### config.mk
export PLATFORM = sky130hd
export DESIGN_NAME = hazard_match_flat
export DESIGN_NICKNAME = d
export VERILOG_FILES = /design/src/rtl/hazard_pkg.sv /design/src/rtl/hazard_match_if.sv /design/src/rtl/hazard_stage_reg.sv /design/src/rtl/hazard_match.sv /design/src/flat_wrapper.sv
export SDC_FILE = /design/constraint.sdc
export NUM_CORES = 1
export LEC_CHECK = 0
export ABC_AREA = 1
export CAP_MARGIN = 40
export CORE_ASPECT_RATIO = 2
export CORE_MARGIN = 5
export CORE_UTILIZATION = 54
export DETAILED_ROUTE_END_ITERATION = 8
export PLACE_DENSITY_LB_ADDON = 0.25
export SETUP_SLACK_MARGIN = 0.3
export SLEW_MARGIN = 5
export SYNTH_ARGS = -nofsm -noshare
export SYNTH_HDL_FRONTEND = slang
export SYNTH_HIERARCHICAL = 1
export SYNTH_SLANG_ARGS = --single-unit
### constraint.sdc
create_clock -name clk -period 1.1 [get_ports clk]
set_clock_uncertainty 0.15 [all_clocks]
set_input_delay 0.165 -clock clk [delete_from_list [all_inputs] [get_ports clk]]
set_output_delay 0.165 -clock clk [all_outputs]
set_load 0.02 [all_outputs]
### src/rtl/hazard_pkg.sv
// hazard_pkg
//   Shared types and constants for the register-address tracking slice that
//   feeds the pipeline hazard unit.
//
//   REG_W        : register-number width
//   PC_REG       : architectural number of the program counter (r15)
//   stage_addr_t : per-stage address record {valid, ra1, ra2, wa3, wr, pcsrc}
//   pass_down    : forms the record loaded into the next stage. The source
//                  fields are cleared because only E compares its sources.
//                  wr/pcsrc are gated by the condition outcome of the stage
//                  being left.
package hazard_pkg;

  localparam int REG_W = 4;

  localparam logic [REG_W-1:0] PC_REG = 4'hF;

  typedef struct packed {
    logic             valid;
    logic [REG_W-1:0] ra1;
    logic [REG_W-1:0] ra2;
    logic [REG_W-1:0] wa3;
    logic             wr;
    logic             pcsrc;
  } stage_addr_t;

  // A failed condition suppresses the write side effects. The instruction
  // itself stays valid so that the valid chain keeps following the datapath.
  function automatic stage_addr_t pass_down(input stage_addr_t s,
                                            input logic        cond);
    stage_addr_t r;
    r       = s;
    r.ra1   = '0;
    r.ra2   = '0;
    r.wr    = s.wr & cond;
    r.pcsrc = s.pcsrc & cond;
    return r;
  endfunction

endpackage : hazard_pkg

### src/rtl/hazard_match_if.sv
// hazard_match_if
//   Bundle between the decode-stage datapath / hazard unit (master) and the
//   hazard_match block (slave).
//
//   master drives : ValidD, RA1D, RA2D, WA3D, RegWriteD, PCSrcD, CondExE,
//                   StallD, FlushE
//   slave drives  : Match_1E_M, Match_1E_W, Match_2E_M, Match_2E_W,
//                   Match_12D_E, PCWrPendingF, PCSrcW
interface hazard_match_if #(
  parameter int REG_W = hazard_pkg::REG_W
);

  // Decode-stage instruction fields
  logic             ValidD;
  logic [REG_W-1:0] RA1D;
  logic [REG_W-1:0] RA2D;
  logic [REG_W-1:0] WA3D;
  logic             RegWriteD;
  logic             PCSrcD;

  // Execute-stage condition result and hazard-unit controls
  logic             CondExE;
  logic             StallD;
  logic             FlushE;

  // Match terms returned to the hazard unit
  logic             Match_1E_M;
  logic             Match_1E_W;
  logic             Match_2E_M;
  logic             Match_2E_W;
  logic             Match_12D_E;
  logic             PCWrPendingF;
  logic             PCSrcW;

  modport master (
    output ValidD, RA1D, RA2D, WA3D, RegWriteD, PCSrcD,
    output CondExE, StallD, FlushE,
    input  Match_1E_M, Match_1E_W, Match_2E_M, Match_2E_W,
    input  Match_12D_E, PCWrPendingF, PCSrcW
  );

  modport slave (
    input  ValidD, RA1D, RA2D, WA3D, RegWriteD, PCSrcD,
    input  CondExE, StallD, FlushE,
    output Match_1E_M, Match_1E_W, Match_2E_M, Match_2E_W,
    output Match_12D_E, PCWrPendingF, PCSrcW
  );

endinterface : hazard_match_if

### src/rtl/hazard_stage_reg.sv
// hazard_stage_reg
//   One pipeline stage of register-address state (a stage_addr_t record).
//   A flush loads an all-zero bubble. Reset does the same and always wins.
//
//   clk   : rising-edge clock
//   reset : synchronous, active-high; clears the stage
//   flush : load a bubble instead of d
//   d     : record from the previous stage
//   q     : registered record
module hazard_stage_reg
  import hazard_pkg::*;
(
  input  logic        clk,
  input  logic        reset,
  input  logic        flush,
  input  stage_addr_t d,
  output stage_addr_t q
);

  always_ff @(posedge clk) begin
    if (reset) begin
      q <= '0;
    end else if (flush) begin
      q <= '0;
    end else begin
      q <= d;
    end
  end

endmodule : hazard_stage_reg

### src/rtl/hazard_match.sv
// hazard_match
//   Tracks the decode-stage source/destination register numbers and the
//   PC-write flag through the E, M and W stages. Compares them every cycle
//   to produce the match inputs of the hazard unit. All outputs are
//   combinational from the stage registers and the live D-stage inputs.
//
//   Parameters:
//     REG_W : register-number width (must equal hazard_pkg::REG_W)
//
//   Ports:
//     clk   : rising-edge clock
//     reset : synchronous, active-high; discards every in-flight stage
//     hm    : hazard_match_if.slave (D-stage fields, CondExE, StallD,
//             FlushE in; Match_*, PCWrPendingF, PCSrcW out)
//
//   Build option:
//     HAZARD_MATCH_R15_EXCL_EN : when defined, a source register equal to
//       r15 never matches. The datapath supplies PC+8 for r15 reads, so
//       these reads are never forwarded. PCWrPendingF is unaffected.
module hazard_match #(
  parameter int REG_W = hazard_pkg::REG_W
) (
  input  logic           clk,
  input  logic           reset,
  hazard_match_if.slave  hm
);

  import hazard_pkg::*;

  // Source/destination comparison shared by every match term.
  function automatic logic src_eq(input logic [REG_W-1:0] src,
                                  input logic [REG_W-1:0] dst);
`ifdef HAZARD_MATCH_R15_EXCL_EN
    return (src == dst) && (src != PC_REG);
`else
    return (src == dst);
`endif
  endfunction

  stage_addr_t d_p0, st_p0;
  stage_addr_t d_p1, st_p1;
  stage_addr_t d_p2, st_p2;

  logic vld_p0, vld_p1, vld_p2;

  // ---- D -> E (p0): loads every cycle unless flushed ----
  // StallD does not hold E. The hazard unit pairs every load-use stall
  // with FlushE, and a stall without a flush loads E just as the datapath
  // does.
  assign d_p0 = '{valid: hm.ValidD,
                  ra1:   hm.RA1D,
                  ra2:   hm.RA2D,
                  wa3:   hm.WA3D,
                  wr:    hm.RegWriteD,
                  pcsrc: hm.PCSrcD};

  hazard_stage_reg u_stage_e (
    .clk   (clk),
    .reset (reset),
    .flush (hm.FlushE),
    .d     (d_p0),
    .q     (st_p0)
  );

  assign vld_p0 = st_p0.valid;

  // ---- E -> M (p1): condition outcome applied on the way out of E ----
  assign d_p1 = pass_down(st_p0, hm.CondExE);

  hazard_stage_reg u_stage_m (
    .clk   (clk),
    .reset (reset),
    .flush (1'b0),
    .d     (d_p1),
    .q     (st_p1)
  );

  assign vld_p1 = st_p1.valid;

  // ---- M -> W (p2): straight copy ----
  assign d_p2 = pass_down(st_p1, 1'b1);

  hazard_stage_reg u_stage_w (
    .clk   (clk),
    .reset (reset),
    .flush (1'b0),
    .d     (d_p2),
    .q     (st_p2)
  );

  assign vld_p2 = st_p2.valid;

  // W source fields are always zero. StallD is accepted only to keep the
  // interface symmetric with the datapath.
  logic unused_bits;
  assign unused_bits = ^{st_p2.ra1, st_p2.ra2, hm.StallD};

  // ---- match generation (combinational) ----
  // Every term is qualified by the valid bits of both stages. A bubble
  // therefore never matches, even though its zero WA3 would compare equal
  // to a real r0 source.
  assign hm.Match_1E_M = vld_p0 & vld_p1 & st_p1.wr & src_eq(st_p0.ra1, st_p1.wa3);
  assign hm.Match_2E_M = vld_p0 & vld_p1 & st_p1.wr & src_eq(st_p0.ra2, st_p1.wa3);
  assign hm.Match_1E_W = vld_p0 & vld_p2 & st_p2.wr & src_eq(st_p0.ra1, st_p2.wa3);
  assign hm.Match_2E_W = vld_p0 & vld_p2 & st_p2.wr & src_eq(st_p0.ra2, st_p2.wa3);

  assign hm.Match_12D_E = hm.ValidD & vld_p0 & st_p0.wr &
                          (src_eq(hm.RA1D, st_p0.wa3) | src_eq(hm.RA2D, st_p0.wa3));

  assign hm.PCWrPendingF = (hm.ValidD & hm.PCSrcD) |
                           (vld_p0 & st_p0.pcsrc)  |
                           (vld_p1 & st_p1.pcsrc);

  assign hm.PCSrcW = vld_p2 & st_p2.pcsrc;

endmodule : hazard_match

### src/flat_wrapper.sv
// flat-port wrapper written by rule: the top's interface ports become plain ports
module hazard_match_flat import hazard_pkg::*;
#(
  parameter int REG_W = hazard_pkg::REG_W
)
  (clk, reset, hm_ValidD, hm_RA1D, hm_RA2D, hm_WA3D, hm_RegWriteD, hm_PCSrcD, hm_CondExE, hm_StallD, hm_FlushE, hm_Match_1E_M, hm_Match_1E_W, hm_Match_2E_M, hm_Match_2E_W, hm_Match_12D_E, hm_PCWrPendingF, hm_PCSrcW);
  hazard_match_if #(.REG_W(REG_W)) hm_i ();
  input  logic clk;
  input  logic reset;
  input wire logic [$bits(hm_i.ValidD)-1:0] hm_ValidD;
  input wire logic [$bits(hm_i.RA1D)-1:0] hm_RA1D;
  input wire logic [$bits(hm_i.RA2D)-1:0] hm_RA2D;
  input wire logic [$bits(hm_i.WA3D)-1:0] hm_WA3D;
  input wire logic [$bits(hm_i.RegWriteD)-1:0] hm_RegWriteD;
  input wire logic [$bits(hm_i.PCSrcD)-1:0] hm_PCSrcD;
  input wire logic [$bits(hm_i.CondExE)-1:0] hm_CondExE;
  input wire logic [$bits(hm_i.StallD)-1:0] hm_StallD;
  input wire logic [$bits(hm_i.FlushE)-1:0] hm_FlushE;
  output wire logic [$bits(hm_i.Match_1E_M)-1:0] hm_Match_1E_M;
  output wire logic [$bits(hm_i.Match_1E_W)-1:0] hm_Match_1E_W;
  output wire logic [$bits(hm_i.Match_2E_M)-1:0] hm_Match_2E_M;
  output wire logic [$bits(hm_i.Match_2E_W)-1:0] hm_Match_2E_W;
  output wire logic [$bits(hm_i.Match_12D_E)-1:0] hm_Match_12D_E;
  output wire logic [$bits(hm_i.PCWrPendingF)-1:0] hm_PCWrPendingF;
  output wire logic [$bits(hm_i.PCSrcW)-1:0] hm_PCSrcW;
  assign hm_i.ValidD = hm_ValidD;
  assign hm_i.RA1D = hm_RA1D;
  assign hm_i.RA2D = hm_RA2D;
  assign hm_i.WA3D = hm_WA3D;
  assign hm_i.RegWriteD = hm_RegWriteD;
  assign hm_i.PCSrcD = hm_PCSrcD;
  assign hm_i.CondExE = hm_CondExE;
  assign hm_i.StallD = hm_StallD;
  assign hm_i.FlushE = hm_FlushE;
  assign hm_Match_1E_M = hm_i.Match_1E_M;
  assign hm_Match_1E_W = hm_i.Match_1E_W;
  assign hm_Match_2E_M = hm_i.Match_2E_M;
  assign hm_Match_2E_W = hm_i.Match_2E_W;
  assign hm_Match_12D_E = hm_i.Match_12D_E;
  assign hm_PCWrPendingF = hm_i.PCWrPendingF;
  assign hm_PCSrcW = hm_i.PCSrcW;
  hazard_match #(.REG_W(REG_W)) u_core (.clk(clk), .reset(reset), .hm(hm_i));
endmodule
==> reports/qor.txt, run 1 <==
max_cap viols: 0
DR iter-0 viols: 23
NetSw: 575 uW
commonest non-fill, non-tap cells in the layout: nand2_1, inv_1, nor2_2
DRC viols: 0
final WL: 3310 um
critical path data arrival time: 1.27 ns
FMAX: 0.630 GHz
post-placement cell count: 255
core area: 2540 um2
clock share of power: 0.404
Nets: 257
sequential power share: 0.471
Static Leak: 0.000978 uW
# diodes: 0
post-synthesis cell area: 1400 um2
Post-DP HPWL: 2160 um
Routability Congestion: 0.825
delay-heaviest family, CP: flip-flops
period utilization: 1.44
Cell Chain, Critical Path: inv_2, nand2_1, nand2_1, nor2_2, nand2_2, a21oi_4, buf_6
GR Util All Layers: 0.201
Hold Fails Final Rpt: 0
io pins: 27
htree depth: 2
Post-CTS Hold Buffers: 0
Period minus WS final: 1.59 ns
Crit-path slowest cell: dfxtp_2
Chip Width: 45.9 um
Final Non-Filler Cells: 266
buffer and inverter count on the worst path: 2
CP Max Fanout: 4
Port Buffer Count: 25
initial core utilization: 0.550
initial antenna violation count: 0
combinational power share: 0.125
Int Power: 1770 uW
min-delay worst type: in2reg
ratio of cells with drive above 1 in the final layout: 0.483
critical path class: reg2out
Net Sw Frac: 0.245
failing checks: negative setup slack
Die Y-Extent: 81.9 um
antenna viol nets, final: 0
CTS sink count: 29
pins over their slew limit: 0
Final WS setup: -0.486 ns
VDD IR max: 1.03 mV
P&R area growth vs syn: 46.5%
Routed WL per cell: 12.4 um
CTS tree: yes
final setup fails: 7
pin count of the biggest net entering global routing: 10
DRT Pass-1 Iters: 4
Final Util: 0.806
Avg Vias per Cell: 4.60
CTS Buf Count: 5
Cells after Synth: 197
critical path's most frequent cell: nand2_1
RSZ-0062 raised after global routing: true
status: finished, violations left
Std-Cell Rows: 26
deepest clock path buffer count: 2
vias in the first global route: 1,277
crit path capture type: output pin
Ys Warns: 6
power per cell area: 1150 nW/um2
first-pass GRT wire length: 5210 um
CP Launch Type: flop
Die Area: 3760 um2
root buf cell: clkbuf_8
DR vias: 1,224
total congestion overflow: 0
Clock transition at path regs: 0.06 ns
Mapped Avg Cell Area: 7.08 um2
CP peak stage delay: 0.36 ns
commonest non-fill, non-tap cell in the layout: nand2_1
worst-skew pair later-pin latency: 0.28 ns
WP data required: 0.78 ns
## final timing paths
path	cells past startpoint	slack, ns	start	to
max	7	-0.49	u_core/u_stage_e/q[4]	hm_Match_12D_E
min	3	0.02	hm_RA1D[3]	u_core/u_stage_e/q[13]
max reg2reg	4	0.18	u_core/u_stage_e/q[14]	u_core/u_stage_m/q[14]
min reg2reg	2	0.31	u_core/u_stage_m/q[1]	u_core/u_stage_w/q[1]
## timing repair
| item | in CTS | in global routing |
|---|---|---|
| endpoints found under the setup margin | 36 | 11 |
| gates resized for setup | 79 | 34 |
| endpoints found under the hold margin | 0 | 0 |
| pin swaps | 17 | 16 |
| buffers inserted | 1 | 1 |
| cloned | 1 | 0 |
## cell type report
type / instances / area [um2]
well taps: 28 / 35.0
flip-flops and latches: 29 / 616
repair buffers: 34 / 334
clock buffers: 7 / 96.3
clock inverters: 1 / 5.00
multi-input cells: 110 / 744
fillers: 169 / 493
inverters: 57 / 214
## flip-flops by register name, summed over array words and instances (netlist names)
register / count
u_core/u_stage_e/q: 15
u_core/u_stage_m/q: 7
u_core/u_stage_w/q: 7
## power by group through the flow
stage | sequential, uW | combinational [uW] | clock, uW
after floorplan | 1120 | 165 | 0
after global placement | 1130 | 255 | 0
after detailed placement | 1130 | 265 | 0
after CTS | 1110 | 275 | 978
after global routing | 1110 | 324 | 1030
final | 1110 | 295 | 949
## worst register-to-register path, cell delays in order (launching register included)
cell	delay [ns]
dfxtp_4	0.36
buf_6	0.11
buf_6	0.11
inv_2	0.04
nor2_2	0.03
## per-stage QoR
stage	instance area, um2	power [uW]	TNS, ns	setup WS (ns)	hold slack, ns
final	2040	2350	-2.61	-0.486	0.0200
after floorplan	1470	1290	-0.266	-0.0579	0.120
after global routing	2040	2460	-2.99	-0.575	0.0312
after global placement	1760	1380	-7.98	-0.985	0.263
after detailed placement	1760	1390	-9.36	-1.01	0.263
after CTS	1950	2360	-2.53	-0.487	0.110
## metal layers
metal / wire, um / share of wire / GRT usage
met1: 960 / 0.29 / 0.153
met2: 2080 / 0.63 / 0.396
met3: 131 / 0.040 / 0.0461
met4: 136 / 0.041 / 0.134
met5: 0 / 0 / 0
(Power assumes the default switching activity.)
==> run 2, diff against run 1 <==
- CORE_UTILIZATION: 54 -> 49
- HOLD_SLACK_MARGIN: not set -> 0.1
- clock period: 1.1 -> 1.4 ns (I/O delays scaled with it)
==> reports/qor.txt, run 2 (synthesis results as in run 1) <==
status: finished, violations left
failing checks: negative setup slack
CP Launch Type: flop
Std-Cell Rows: 27 (+3.8%)
top flop regs: u_core/u_stage_e/q: 15 flops, u_core/u_stage_m/q: 7 flops, u_core/u_stage_w/q: 7 flops
CP Max Fanout: 3 (-1)
critical path class: reg2out
GR Util All Layers: 0.147 (-0.0540)
Cell Chain, Critical Path: buf_6, nand2_2, nand2_1, nor2_1, nand2_2, a21oi_4, buf_6
Nets: 255 (-0.78%)
min-delay worst type: in2reg
ratio of cells with drive above 1 in the final layout: 0.436 (-0.0468)
core area: 2740 um2 (+7.8%)
NetSw: 439 uW (-24%)
Avg Vias per Cell: 4.49 (-2.3%)
worst r2r src: u_core/u_stage_e/q[1]
power per cell area: 895 nW/um2 (-22%)
crit path capture type: output pin
vias in the first global route: 1,125 (-12%)
RSZ-0062 raised after global routing: true
VDD IR max: 0.932 mV (-9.4%)
clock share of power: 0.408 (+0.004)
Reg area: 624 um2 (+1.4%)
register name with the most flops: u_core/u_stage_e/q
final setup fails: 5 (-2)
pins over their slew limit: 0 (unchanged)
Int Power: 1390 uW (-22%)
P&R area growth vs syn: 46.4%
Die Y-Extent: 85.5 um (+4.4%)
FMAX: 0.606 GHz
WHS: 0.174 ns (+0.154 ns)
initial core utilization: 0.510 (-0.0400)
multi-input logic area: 751 um2 (+0.84%)
Die Area: 4080 um2 (+8.4%)
max_cap viols: 0 (unchanged)
worst hold endpoint: u_core/u_stage_e/q[10]
htree depth: 2 (unchanged)
sequential power share: 0.472 (about the same)
reg2reg end: u_core/u_stage_m/q[1]
flop-to-flop setup slack: 0.55 ns (+0.37 ns)
total congestion overflow: 0 (unchanged)
WP data required: 1.04 ns (+0.26 ns)
antenna viol nets, final: 0 (unchanged)
DR iter-0 viols: 22 (-4.3%)
Port Buffer Count: 25 (unchanged)
Net Sw Frac: 0.240 (-0.00419)
Clock transition at path regs: 0.06 ns (about the same)
Overall Power: 1830 uW (-22%)
DRT Pass-1 Iters: 4 (unchanged)
CTS Buf Count: 5 (unchanged)
CP peak stage delay: 0.33 ns (-0.03 ns)
commonest non-fill, non-tap cells in the layout: inv_1, nand2_1, nor2_2
combinational power share: 0.121 (-0.004)
Hold Fails Final Rpt: 0 (unchanged)
io pins: 27 (unchanged)
Worst setup startpoint: u_core/u_stage_e/q[4]
Post-DP HPWL: 1880 um (-13%)
initial antenna violation count: 0 (unchanged)
Chip Width: 47.7 um (+3.9%)
Hold Crit Start: hm_RA1D[0]
pin count of the biggest net entering global routing: 16 (+6)
max reg flops: 15 (unchanged)
DRC viols: 0 (unchanged)
Period minus WS final: 1.65 ns
Static Leak: 0.000971 uW (-0.72%)
CTS sink count: 29 (unchanged)
deepest clock path buffer count: 2 (unchanged)
DR vias: 1,191 (-2.7%)
critical path data arrival time: 1.29 ns (+0.02 ns)
CTS tree: yes
Routed WL per cell: 10.6 um (-15%)
worst-skew pair later-pin latency: 0.27 ns (about the same)
Routability Congestion: 0.805 (-2.4%)
Hold Path Depth: 3 (unchanged)
period utilization: 1.18
final WL: 2810 um (-15%)
Crit-path slowest cell: dfxtp_2
root buf cell: clkbuf_8
commonest non-fill, non-tap cell in the layout: inv_1
Reg2Reg Depth: 5 (+1)
Final WS setup: -0.250 ns (+0.236 ns)
fill cell count: 213 (+26%)
first-pass GRT wire length: 4290 um (-18%)
# diodes: 0 (unchanged)
[run 2: worst max path at each step]
stage	to	slack [ns]	cells after the start
floorplan	hm_Match_1E_M	0.20	3
global placement	hm_Match_12D_E	-0.78	8
detailed placement	hm_Match_12D_E	-0.78	8
CTS	hm_Match_12D_E	-0.21	7
global route	hm_Match_12D_E	-0.31	7
finish	hm_Match_12D_E	-0.25	7
[run 2: critical path, delay by kind of cell (launching register included)]
kind | cells | cell delay [ns]
flip-flops | 1 | 0.33
AND/OR/NAND/NOR | 4 | 0.30
AO/OA/AOI/OAI | 1 | 0.14
buffers and inverters | 2 | 0.24
[run 2: final cells by class]
class,instances,area share
multi-input combinational,109,0.368
sequential,29,0.306
timing repair buffer,33,0.154
inverter,57,0.105
clock buffer,7,0.0472
tap,29,0.0178
clock inverter,1,0.00245
[run 2: per-layer routing]
metal | vias to the layer above | global-route usage | wire length, um
li1 | 625 | - | -
met1 | 540 | 0.130 | 879
met2 | 21 | 0.279 | 1790
met3 | 5 | 0.0382 | 93
met4 | 0 | 0.0588 | 49
met5 | - | 0 | 0
[run 2: power by group through the flow]
stage	Sequential [uW]	Clock, uW	Combinational (uW)
final	862	745	220
after global routing	865	803	243
after CTS	869	757	204
after detailed placement	884	0	205
after global placement	883	0	202
after floorplan	880	0	129
[run 2: per-stage QoR]
| step | instance area [um2] | TNS, ns | cells | worst slack (ns) | utilization |
|---|---|---|---|---|---|
| 2_1_floorplan | 1460 | 0 | 198 | 0.197 | - |
| 3_3_place_gp | 1750 | -2.77 | 256 | -0.785 | 0.641 |
| 3_5_place_dp | 1750 | -2.80 | 256 | -0.779 | 0.641 |
| 4_1_cts | 1940 | -0.900 | 264 | -0.205 | 0.711 |
| 5_1_grt | 2040 | -1.26 | 265 | -0.313 | 0.746 |
| 6_report | 2040 | -0.936 | 265 | -0.250 | 0.746 |
[run 2: repair_timing]
action / 4_1_cts / 5_1_grt
gates resized for setup: 76 / 31
setup buffers: 0 / 1
pin swaps: 16 / 17
setup endpoints to repair: 7 / 7
hold buffers: 0 / 0
==> run 3, diff against run 2 <==
- CTS_BUF_LIST: not set -> sky130_fd_sc_hd__clkbuf_16
==> reports/qor.txt, run 3 (synthesis results as in run 1) <==
status: finished, violations left
failing checks: negative setup slack
Worst Setup EP: hm_Match_12D_E
final setup fails: 5 (unchanged)
final WL: 2770 um (-1.6%)
DRC viols: 0 (unchanged)
Place WS: -0.779 ns (unchanged)
max_cap viols: 0 (unchanged)
CP Max Fanout: 3 (unchanged)
fill cell count: 203 (-4.7%)
post-placement cell count: 256 (unchanged)
register name with the most flops: u_core/u_stage_e/q
io pins: 27 (unchanged)
deepest clock path buffer count: 2 (unchanged)
RSZ-0062 raised after global routing: true
crit path capture type: output pin
combinational power share: 0.108 (-0.013)
CTS tree: yes
Final Util: 0.760 (+0.0142)
power per cell area: 994 nW/um2 (+11%)
first-pass GRT wire length: 4560 um (+6.3%)
FMAX: 0.615 GHz (+1.5%)
min-delay worst type: in2reg
Die Area: 4080 um2 (unchanged)
clock share of power: 0.473 (+0.065)
flop-to-flop setup slack: 0.56 ns (about the same)
initial antenna violation count: 0 (unchanged)
VDD IR max: 1.13 mV (+21%)
GR Util All Layers: 0.157 (+0.0101)
vias in the first global route: 1,148 (+2.0%)
ratio of cells with drive above 1 in the final layout: 0.433 (-0.00367)
Final WS setup: -0.225 ns (+0.0246 ns)
worst r2r src: u_core/u_stage_e/q[1]
top flop regs: u_core/u_stage_e/q: 15 flops, u_core/u_stage_m/q: 7 flops, u_core/u_stage_w/q: 7 flops
Worst setup startpoint: u_core/u_stage_e/q[4]
Reg2Reg Depth: 5 (unchanged)
Int Power: 1590 uW (+15%)
DR vias: 1,178 (-1.1%)
P&R area growth vs syn: 49.1%
max reg flops: 15 (unchanged)
sequential power share: 0.419 (-0.053)
DR iter-0 viols: 14 (-36%)
critical path data arrival time: 1.27 ns (-0.02 ns)
reg2reg end: u_core/u_stage_m/q[1]
CP Launch Type: flop
initial core utilization: 0.510 (unchanged)
antenna viol nets, final: 0 (unchanged)
Chip Width: 47.7 um (unchanged)
Die Y-Extent: 85.5 um (unchanged)
Port Buffer Count: 25 (unchanged)
Final Non-Filler Cells: 267 (+0.75%)
Net Sw Frac: 0.231 (-0.00949)
pin count of the biggest net entering global routing: 16 (unchanged)
Avg Vias per Cell: 4.41 (-1.8%)
Clock transition at path regs: 0.05 ns (about the same)
CTS Buf Count: 5 (unchanged)
pins over their slew limit: 0 (unchanged)
Std-Cell Rows: 27 (unchanged)
period utilization: 1.16 (-0.0176)
commonest non-fill, non-tap cells in the layout: inv_1, nand2_1, nor2_2
CTS sink count: 29 (unchanged)
critical path class: reg2out
Post-CTS Hold Buffers: 0 (unchanged)
Post-DP HPWL: 1880 um (unchanged)
root buf cell: clkbuf_16
# diodes: 0 (unchanged)
total congestion overflow: 0 (unchanged)
Nets: 257 (+0.78%)
core area: 2740 um2 (unchanged)
htree depth: 2 (unchanged)
Routed WL per cell: 10.4 um (-2.4%)
Routability Congestion: 0.805 (unchanged)
worst-skew pair later-pin latency: 0.27 ns (about the same)
WP data required: 1.04 ns (about the same)
commonest non-fill, non-tap cell in the layout: inv_1
Static Leak: 0.000998 uW (+2.8%)
DRT Pass-1 Iters: 4 (unchanged)
Period minus WS final: 1.63 ns (-0.0246 ns)
Hold Fails Final Rpt: 0 (unchanged)
NetSw: 478 uW (+8.8%)
run 3: changes by cell type in the layout (fill, tap and decap cells not counted), sizes merged:
| cell | before | now |
|---|---|---|
| buf | 15 | 17 |
| clkinv | 1 | 3 |
| clkbuf | 7 | 5 |
run 3: worst min-delay path by stage:
stage / from / endpoint / cells after the start
global route: hm_RA1D[3] / u_core/u_stage_e/q[13] / 3
finish: hm_RA1D[1] / u_core/u_stage_e/q[11] / 3
global placement: u_core/u_stage_m/q[1] / u_core/u_stage_w/q[1] / 2
floorplan: hm_RA1D[1] / u_core/u_stage_e/q[11] / 2
CTS: hm_RA1D[1] / u_core/u_stage_e/q[11] / 3
detailed placement: u_core/u_stage_m/q[1] / u_core/u_stage_w/q[1] / 2
run 3: per-stage QoR:
stage / TNS (ns) / power, uW / hold slack, ns / area, um2
after CTS: -0.829 / 2070 / 0.165 / 2000
after floorplan: 0 / 1010 / 0.165 / 1460
after detailed placement: -2.80 / 1090 / 0.270 / 1750
after global routing: -1.18 / 2160 / 0.188 / 2080
final: -0.868 / 2070 / 0.166 / 2080
after global placement: -2.77 / 1090 / 0.264 / 1750
run 3: what timing repair did:
item / CTS / global route
pin swaps: 17 / 18
setup endpoints to repair: 7 / 7
gates resized for setup: 79 / 24
setup buffers: 1 / 2
endpoints found under the hold margin: 0 / 0
run 3: per-layer routing:
layer	vias to the layer above	track usage	share of wire	wire length, um
met5	-	0	0	0
met4	0	0.0833	0.029	80
met3	8	0.0382	0.039	108
met2	26	0.285	0.62	1710
met1	517	0.144	0.31	870
li1	627	-	-	-
run 3: final cells by class:
cell class,instances,area [um2],area share
Sequential cell,29,616,0.296
Multi-Input combinational cell,109,747,0.359
Clock buffer,5,125,0.0601
Tap cell,29,36.3,0.0174
Inverter,57,214,0.103
Clock inverter,3,12.5,0.00601
Timing Repair Buffer,35,330,0.159
run 3: power groups by stage:
stage | Combinational [uW] | Clock [uW] | Sequential (uW)
floorplan | 129 | 0 | 880
global placement | 202 | 0 | 883
detailed placement | 205 | 0 | 884
CTS | 208 | 993 | 872
global route | 249 | 1040 | 869
finish | 224 | 979 | 867
run 3: worst max-delay path, cell delays in order, from the launching register on:
cell and delay [ns]:
dfxtp_2 0.32, buf_6 0.11, nand2_2 0.04, nand2_1 0.04, nor2_1 0.13, nand2_2 0.08, a21oi_4 0.14, buf_6 0.12
